**src/rtl/cdc_hs_arbiter.sv**
```systemverilog
// cdc_hs_arbiter
//   Source-domain round-robin arbiter and four-phase handshake sequencer.
//   Several requesters share one 1-bit level-synchronized crossing channel.
//   The granted payload is latched and held on xfer_data while xfer_req is
//   raised. The block then waits for the synchronized acknowledge to rise
//   and fall, and pulses done (with err on a timeout) to the winner.
//
// Ports
//   a_clk          source-domain clock
//   a_rst_n        asynchronous reset, active-HIGH (despite the suffix)
//   req            per-requester request level, held until its done pulse
//   req_data       payload, slice i belongs to requester i
//   done           one-cycle completion pulse to the granted requester
//   err            one-cycle timeout flag, coincident with done
//   xfer_req       request level toward the bit synchronizer
//   xfer_data      latched payload, stable from xfer_req rise until done
//   xfer_ack_sync  acknowledge level, already synchronized into a_clk
//   busy           high whenever the sequencer is not idle
//   grant_id       current or last granted requester index
module cdc_hs_arbiter #(
   parameter int N_REQ   = 4,
   parameter int DATA_W  = 8,
   parameter int TMO_CYC = 255
) (
   input  logic                        a_clk,
   input  logic                        a_rst_n,
   input  logic [N_REQ-1:0]            req,
   input  logic [N_REQ*DATA_W-1:0]     req_data,
   output logic [N_REQ-1:0]            done,
   output logic [N_REQ-1:0]            err,
   output logic                        xfer_req,
   output logic [DATA_W-1:0]           xfer_data,
   input  logic                        xfer_ack_sync,
   output logic                        busy,
   output logic [$clog2(N_REQ)-1:0]    grant_id
);

   localparam int GID_W = $clog2(N_REQ);
   localparam int CNT_W = (TMO_CYC > 0) ? $clog2(TMO_CYC + 1) : 1;
   localparam logic [CNT_W-1:0] TMO_V = CNT_W'(TMO_CYC);

   typedef enum logic [1:0] {IDLE, REQ_HI, ACK_LO, DONE} state_t;

   state_t            state, state_n;
   logic [GID_W-1:0]  last_id, last_n;
   logic [GID_W-1:0]  grant_n;
   logic [CNT_W-1:0]  cnt, cnt_n;
   logic              err_flag, err_flag_n;
   logic              xfer_req_n, busy_n;
   logic [DATA_W-1:0] xfer_data_n;
   logic [N_REQ-1:0]  done_n, err_n;

   logic              pick_vld;
   logic [GID_W-1:0]  pick_id;
   logic [DATA_W-1:0] pick_data;

   // Round-robin search starting just after the last served requester.
   always_comb begin
      pick_vld = 1'b0;
      pick_id  = '0;
      for (int k = 1; k <= N_REQ; k++) begin
         logic [GID_W-1:0] idx;
         idx = GID_W'((int'(last_id) + k) % N_REQ);
         if (!pick_vld && req[idx]) begin
            pick_vld = 1'b1;
            pick_id  = idx;
         end
      end
   end

   // Payload mux for the winning requester.
   always_comb begin
      pick_data = '0;
      for (int i = 0; i < N_REQ; i++) begin
         if (pick_id == GID_W'(i)) pick_data = req_data[i*DATA_W +: DATA_W];
      end
   end

   // Next-state and next-output logic; every output is registered below.
   always_comb begin
      state_n     = state;
      last_n      = last_id;
      grant_n     = grant_id;
      cnt_n       = cnt;
      err_flag_n  = err_flag;
      xfer_req_n  = xfer_req;
      xfer_data_n = xfer_data;
      done_n      = '0;
      err_n       = '0;
      case (state)
         IDLE: begin
            // A stale ack from a previous exchange blocks arbitration.
            if (!xfer_ack_sync && pick_vld) begin
               grant_n     = pick_id;
               xfer_data_n = pick_data;
               xfer_req_n  = 1'b1;
               cnt_n       = '0;
               state_n     = REQ_HI;
            end
         end
         REQ_HI: begin
            // The ack is tested first, so it wins over a coincident timeout.
            if (xfer_ack_sync) begin
               xfer_req_n = 1'b0;
               state_n    = ACK_LO;
            end else if (TMO_CYC != 0 && cnt == TMO_V) begin
               xfer_req_n = 1'b0;
               err_flag_n = 1'b1;
               state_n    = ACK_LO;
            end else if (TMO_CYC != 0) begin
               cnt_n = cnt + 1'b1;
            end
         end
         ACK_LO: begin
            if (!xfer_ack_sync) begin
               done_n[grant_id] = 1'b1;
               err_n[grant_id]  = err_flag;
               state_n          = DONE;
            end
         end
         DONE: begin
            // done is visible during this cycle; no arbitration here, so the
            // requester has one edge to drop its req.
            last_n     = grant_id;
            err_flag_n = 1'b0;
            state_n    = IDLE;
         end
         default: state_n = IDLE;
      endcase
      busy_n = (state_n != IDLE);
   end

   always_ff @(posedge a_clk or posedge a_rst_n) begin
      if (a_rst_n) begin
         state     <= IDLE;
         last_id   <= GID_W'(N_REQ - 1);
         grant_id  <= '0;
         cnt       <= '0;
         err_flag  <= 1'b0;
         xfer_req  <= 1'b0;
         xfer_data <= '0;
         done      <= '0;
         err       <= '0;
         busy      <= 1'b0;
      end else begin
         state     <= state_n;
         last_id   <= last_n;
         grant_id  <= grant_n;
         cnt       <= cnt_n;
         err_flag  <= err_flag_n;
         xfer_req  <= xfer_req_n;
         xfer_data <= xfer_data_n;
         done      <= done_n;
         err       <= err_n;
         busy      <= busy_n;
      end
   end

endmodule

```
**config.mk**
```make
export PLATFORM = sky130hd
export DESIGN_NAME = cdc_hs_arbiter
export DESIGN_NICKNAME = d
export VERILOG_FILES = /design/src/rtl/cdc_hs_arbiter.sv
export SDC_FILE = /design/constraint.sdc
export NUM_CORES = 1
export LEC_CHECK = 0
export BUFFER_PORTS_ARGS = -buffer_cell sky130_fd_sc_hd__buf_2
export CAP_MARGIN = 0
export CORE_MARGIN = 1.5
export CORE_UTILIZATION = 50
export DETAILED_ROUTE_END_ITERATION = 10
export MAX_ROUTING_LAYER = met4
export PLACE_DENSITY = 0.89
export SETUP_SLACK_MARGIN = 0.02
export SLEW_MARGIN = 25
export SYNTH_ARGS = -nofsm -noshare
export SYNTH_HDL_FRONTEND = slang
export SYNTH_SLANG_ARGS = --single-unit
```
**constraint.sdc**
```tcl
create_clock -name a_clk -period 2.4 [get_ports a_clk]
set_input_delay 0.48 -clock a_clk [delete_from_list [all_inputs] [get_ports a_clk]]
set_output_delay 0.48 -clock a_clk [all_outputs]
set_load 0.01 [all_outputs]
```
After elaboration in Yosys (flattened, before gate mapping) --
Index checks and enable logic that the tools add are counted.
Cells by class: add/subtract/negate cells 5, $lt $le $gt $ge 6, equality and inequality tests 12, muxes and demuxes 42, bitwise gates (word level) 1, reductions and logical operators 18
Operator list (count):
- 2-to-1 mux 8 bit | 7
- 2-to-1 mux 2 bit | 8
- 2-to-1 mux 4 bit | 4
- case mux 8 bit (2 select lines) | 1
- less-than comparator 2 x 3 -> 1 bit, second input constant | 5
- 2-to-1 mux 1 bit | 14
- adder 8 x 1 -> 8 bit, second input constant | 1
- binary-select mux 1 bit (select 2 bit) | 4
- equality test 2 bit, second input constant | 4
- equality test 8 bit, second input constant | 1
- inequality test 2 bit, second input constant | 4
- case mux 2 bit (4 select lines) | 1
- AND reduction 3 bit | 2
- nonzero test 2 bit | 3
- logical AND 1 bit | 5
- adder 2 x 1 -> 2 bit, second input constant | 2
- adder 2 bit, second input constant | 2
- bitwise AND 4 bit | 1
- equality test 2 x 1 -> 1 bit, second input constant | 2
- zero test 1 bit | 4
- zero test 2 bit | 2
- case mux 1 bit (2 select lines) | 2
- AND reduction 4 bit | 1
- inequality test 3 bit, second input constant | 1
- 3 further kinds | 3
Storage, ports and cells: register bits after elaboration 33, bits of input ports 39, output and inout port bits 20, logic and storage cells 94

Logic depth before layout (Yosys ltp) --
depth after elaboration 18, depth in mapped cells 7, depth with buffers taken out 6

Least setup slack after synthesis --
No wires, ideal clock.
kind flip-flop to flip-flop, start point register last_id[0], end point register xfer_data[0], library setup time 0.135 ns, data arrival time 1.502 ns, required time 2.265 ns, slack 0.763 ns, stages on the path, launching flop included 7, path buffers 1, path through dfstp_2 and2b_1 o21ai_2 nand3_1 buf_4 mux2i_1 o211ai_1
On the way: cells in the longest elaborated chain, start to end 18, elaborated cells between the ends (all ways) 36, classes of those cells add/sub: 4; eq/ne: 3; mux: 20; reduce/logical: 9
Ends and longest elaborated chain:
- start, declared | line 45 | logic [GID_W-1:0] last_id, last_n;
- start signal, assigned | line 136 | last_id <= GID_W'(N_REQ - 1);
- start signal, assigned | line 147 | last_id <= last_n;
- adder 2 x 1 -> 2 bit | line 63 | idx = GID_W'((int'(last_id) + k) % N_REQ);
- binary-select mux 1 bit (select 2 bit) | line 64 | if (!pick_vld && req[idx]) begin
- 2-to-1 mux 1 bit (implied by the code) | line 64
- 2-to-1 mux 1 bit | line 64
- zero test 1 bit | line 64
- logical AND 1 bit | line 64
- 2-to-1 mux 1 bit | line 64
- zero test 1 bit | line 64
- logical AND 1 bit | line 64
- 2-to-1 mux 1 bit | line 64
- zero test 1 bit | line 64
- logical AND 1 bit | line 64
- 2-to-1 mux 2 bit | line 64
- zero test 2 bit | line 75 | if (pick_id == GID_W'(i)) pick_data = req_data[i*DATA_W +: DATA_W];
- 2-to-1 mux 8 bit (4 in series) | line 75
- end signal, assigned | line 152 | xfer_data <= xfer_data_n;
- end, declared | line 32 | output logic [DATA_W-1:0] xfer_data,
Parallel ways exist; a longest one is shown, timed or not. The select of a mux whose other input is x is not followed. A chain may end at the register's enable or synchronous reset.

Final worst setup path --
start point register last_id[0], end point register xfer_data[7]
Same word-level chain as after synthesis.

==> flow_summary.json <==
{
  "post-cts-setup-buffer-count": 0,
  "rows": 21,
  "track_usage_pct": 22.4,
  "syn_area_mm2": 0.00179,
  "cp_cell_sequence": "nand2b_1 > a21o_1 > nand3_1 > mux2i_1 > o211ai_1",
  "clk_latency_ns": 0.33,
  "leakage_nw": 1.08,
  "fin_crit_sh_pct": 83.4,
  "wl_um": 4040,
  "drv_slew": 0,
  "vdd_drop_max_v": 0.000413,
  "clk_pin_slew_ns": 0.10,
  "rsz0062_at_grt": "false",
  "coreArea_mm2": 0.00339,
  "final_hold_viol_count": 0,
  "grt_antenna_before_repair": 0,
  "wl_per_cell_um": 14.0,
  "areaGrowthSynthToFinish_pct": 22.1,
  "finalSetupViolations": 0,
  "grt_pass1_wl_um": 6820,
  "yosys-top-cells-count": "dfrtp_1, nand2_1, nor2_1",
  "grt_max_degree": 34,
  "antenna_cells": 0,
  "cts_tree": "done",
  "n_fill_cell": 298,
  "ys_ff_latch": 33,
  "remaining_drc_errors": 0,
  "finalWeightedCongestion": 0.834,
  "power.switching_w": 0.000708,
  "start_util_pct": 52.8,
  "dieArea_mm2": 0.00395,
  "pwr-share-comb_pct": 38.5,
  "ant_nets": 0,
  "synth.most_common_cell": "dfrtp_1",
  "place_area_mm2": 0.00213,
  "min_period_ns": 2.00,
  "max_stage_delay_ns": 0.55,
  "cp_slowest_cell": "dfstp_2",
  "critPathRequiredTime_ns": 2.61,
  "die_x_um": 62.8,
  "seq_area_frac_synth_pct": 46.3,
  "cts_sinks": 33,
  "async_flop_share_pct": 100,
  "first_pass_iters": 4,
  "synthCells": 178,
  "crit_family": "simple AND/OR/NAND/NOR gates",
  "synth.distinct_cells": 43,
  "portBuffers": 58,
  "dp_hpwl_um": 3010,
  "p_sw_share_pct": 38.8,
  "max_slew_margin_pct": 57.1,
  "synth_top_area_share_pct": 43.3,
  "maxCapViolCount": 0,
  "synth.area.top_cells": "dfrtp_1, nand2_1, mux2i_1, nor2_1, a211o_1",
  "skew_ns": 0.00478,
  "fmax_ghz": 0.500,
  "yosysWarnings": 0,
  "worstPathArrival_ns": 2.21,
  "hold_path.class": "primary input to async pin",
  "status": "finished, final reports clean",
  "numCtsBuffers": 5,
  "htreeDepth": 2,
  "tightest_slew_ns": 0.643,
  "placed_cells": 280,
  "layout-drive-gt1-share_pct": 34.3,
  "hold_buffers": 0,
  "tns_ns": 0,
  "num_vias": 1580,
  "yosys.area.top_type": "dfrtp_1",
  "cts-root-buf": "clkbuf_4",
  "cts_buffer_depth": 2,
  "crit_path_end_kind": "flip-flop",
  "synthFlopType": "dfrtp_1",
  "clkPwrFrac_pct": 16.2,
  "fin_area_mm2": 0.00219,
  "pin_count": 59,
  "via_per_inst": 5.49,
  "synth-edff-count": 0,
  "power_frac_seq_pct": 45.3,
  "fp.dieH_um": 62.8,
  "nNetsFinal": 281,
  "cp.buffers_inverters": 0,
  "power_density_mw_per_mm2": 836,
  "synth.net_count": 218,
  "grt_overflow": 0,
  "drtIter0Drc": 71,
  "intPower_w": 0.00112,
  "cp_max_fo": 9,
  "final_cells": 288,
  "grt_pass1_vias": 1516,
  "path_class": "flip-flop to flip-flop",
  "startpoint_type": "flip-flop",
  "synth_area_per_cell_um2": 10.1,
  "cts-resized-gates": 0
}
sequential cells by signal, summed over array words and instances, names as in the netlist:
name	count
grant_id	2
err	4
busy	1
xfer_data	8
xfer_req	1
state	2
cnt	8
err_flag	1
last_id	2
done	4
final timing paths:
kind	to	start	slack, ns	depth (start not counted)
min	xfer_data[6]$_DFFE_PP0P_	a_rst_n	0.21	3
min in group a_clk	xfer_data[4]$_DFFE_PP0P_	req_data[20]	0.45	3
max in group asynchronous	last_id[1]$_DFFE_PP1N_	a_rst_n	1.86	3
max reg2reg	xfer_data[7]$_DFFE_PP0P_	last_id[0]$_DFFE_PP1N_	0.40	5
min reg2reg	xfer_req$_DFFE_PP0P_	xfer_req$_DFFE_PP0P_	0.51	2
max	xfer_data[7]$_DFFE_PP0P_	last_id[0]$_DFFE_PP1N_	0.40	5
power groups by stage:
stage / clock (W) / sequential (W) / combinational (W)
after global routing: 0.000333 / 0.000848 / 0.000775
after detailed placement: 0 / 0.000832 / 0.000707
after CTS: 0.000303 / 0.000825 / 0.000708
after floorplan: 0 / 0.000829 / 0.000475
after global placement: 0 / 0.000832 / 0.000682
final: 0.000295 / 0.000828 / 0.000704
kinds of logic after synthesis:
family	after synthesis	synth area share (%)
muxes	11	6.36
AOI/OAI and AO/OA	44	19.5
xor gates and xnor gates	6	2.94
buffers and inverters	11	3.14
and+or+nand+nor	72	21.1
adders and majority gates	1	0.699
DFF	33	46.3
final cells by class:
class	count	area [um2]	share of cell area (%)
Clock inverter	2	10.0	0.458
Timing Repair Buffer	63	328	15.0
Multi-Input combinational cell	134	906	41.4
Clock buffer	6	41.3	1.89
Tap cell	46	57.6	2.63
Sequential cell	33	828	37.9
Inverter	4	15.0	0.687
cells in the final DEF, fill, tap and decap left out, types with 3 or more instances in the layout:
cell type	count
buf_2	58
dfrtp_1	31
nand2_1	24
nor2_1	20
mux2i_1	8
nand4_1	8
o31ai_1	8
a211o_1	8
o211ai_1	8
clkbuf_4	5
buf_4	5
inv_1	4
a21oi_1	4
nand2b_1	4
nand3_1	3
xor2_1	3
o21a_1	3
nor3_1	3
xnor2_1	3
routing by layer:
metal | up-vias | track usage (%) | part of all wire (%)
li1 | 779 | - | -
met1 | 738 | 28.1 | 46
met2 | 56 | 35.5 | 47
met3 | 7 | 4.86 | 5.6
met4 | 0 | 8.61 | 1.3
met5 | - | - | 0
stage by stage:
step           total power [W]  setup WS, ns  hold slack, ns  util [%]
2_1_floorplan          0.00130         0.763           0.491         -
5_1_grt                0.00196         0.245           0.239      64.5
6_report               0.00183         0.398           0.214      64.5
3_3_place_gp           0.00151         0.383           0.480      63.0
3_5_place_dp           0.00154         0.336           0.481      63.0
4_1_cts                0.00184         0.394           0.220      64.5
worst reg2reg max path, stage by stage, from the launching register on:
cell and delay [ns]:
dfstp_2 0.55, nand2b_1 0.16, a21o_1 0.28, nand3_1 0.46, mux2i_1 0.32, o211ai_1 0.11
(Power assumes the default switching activity.)
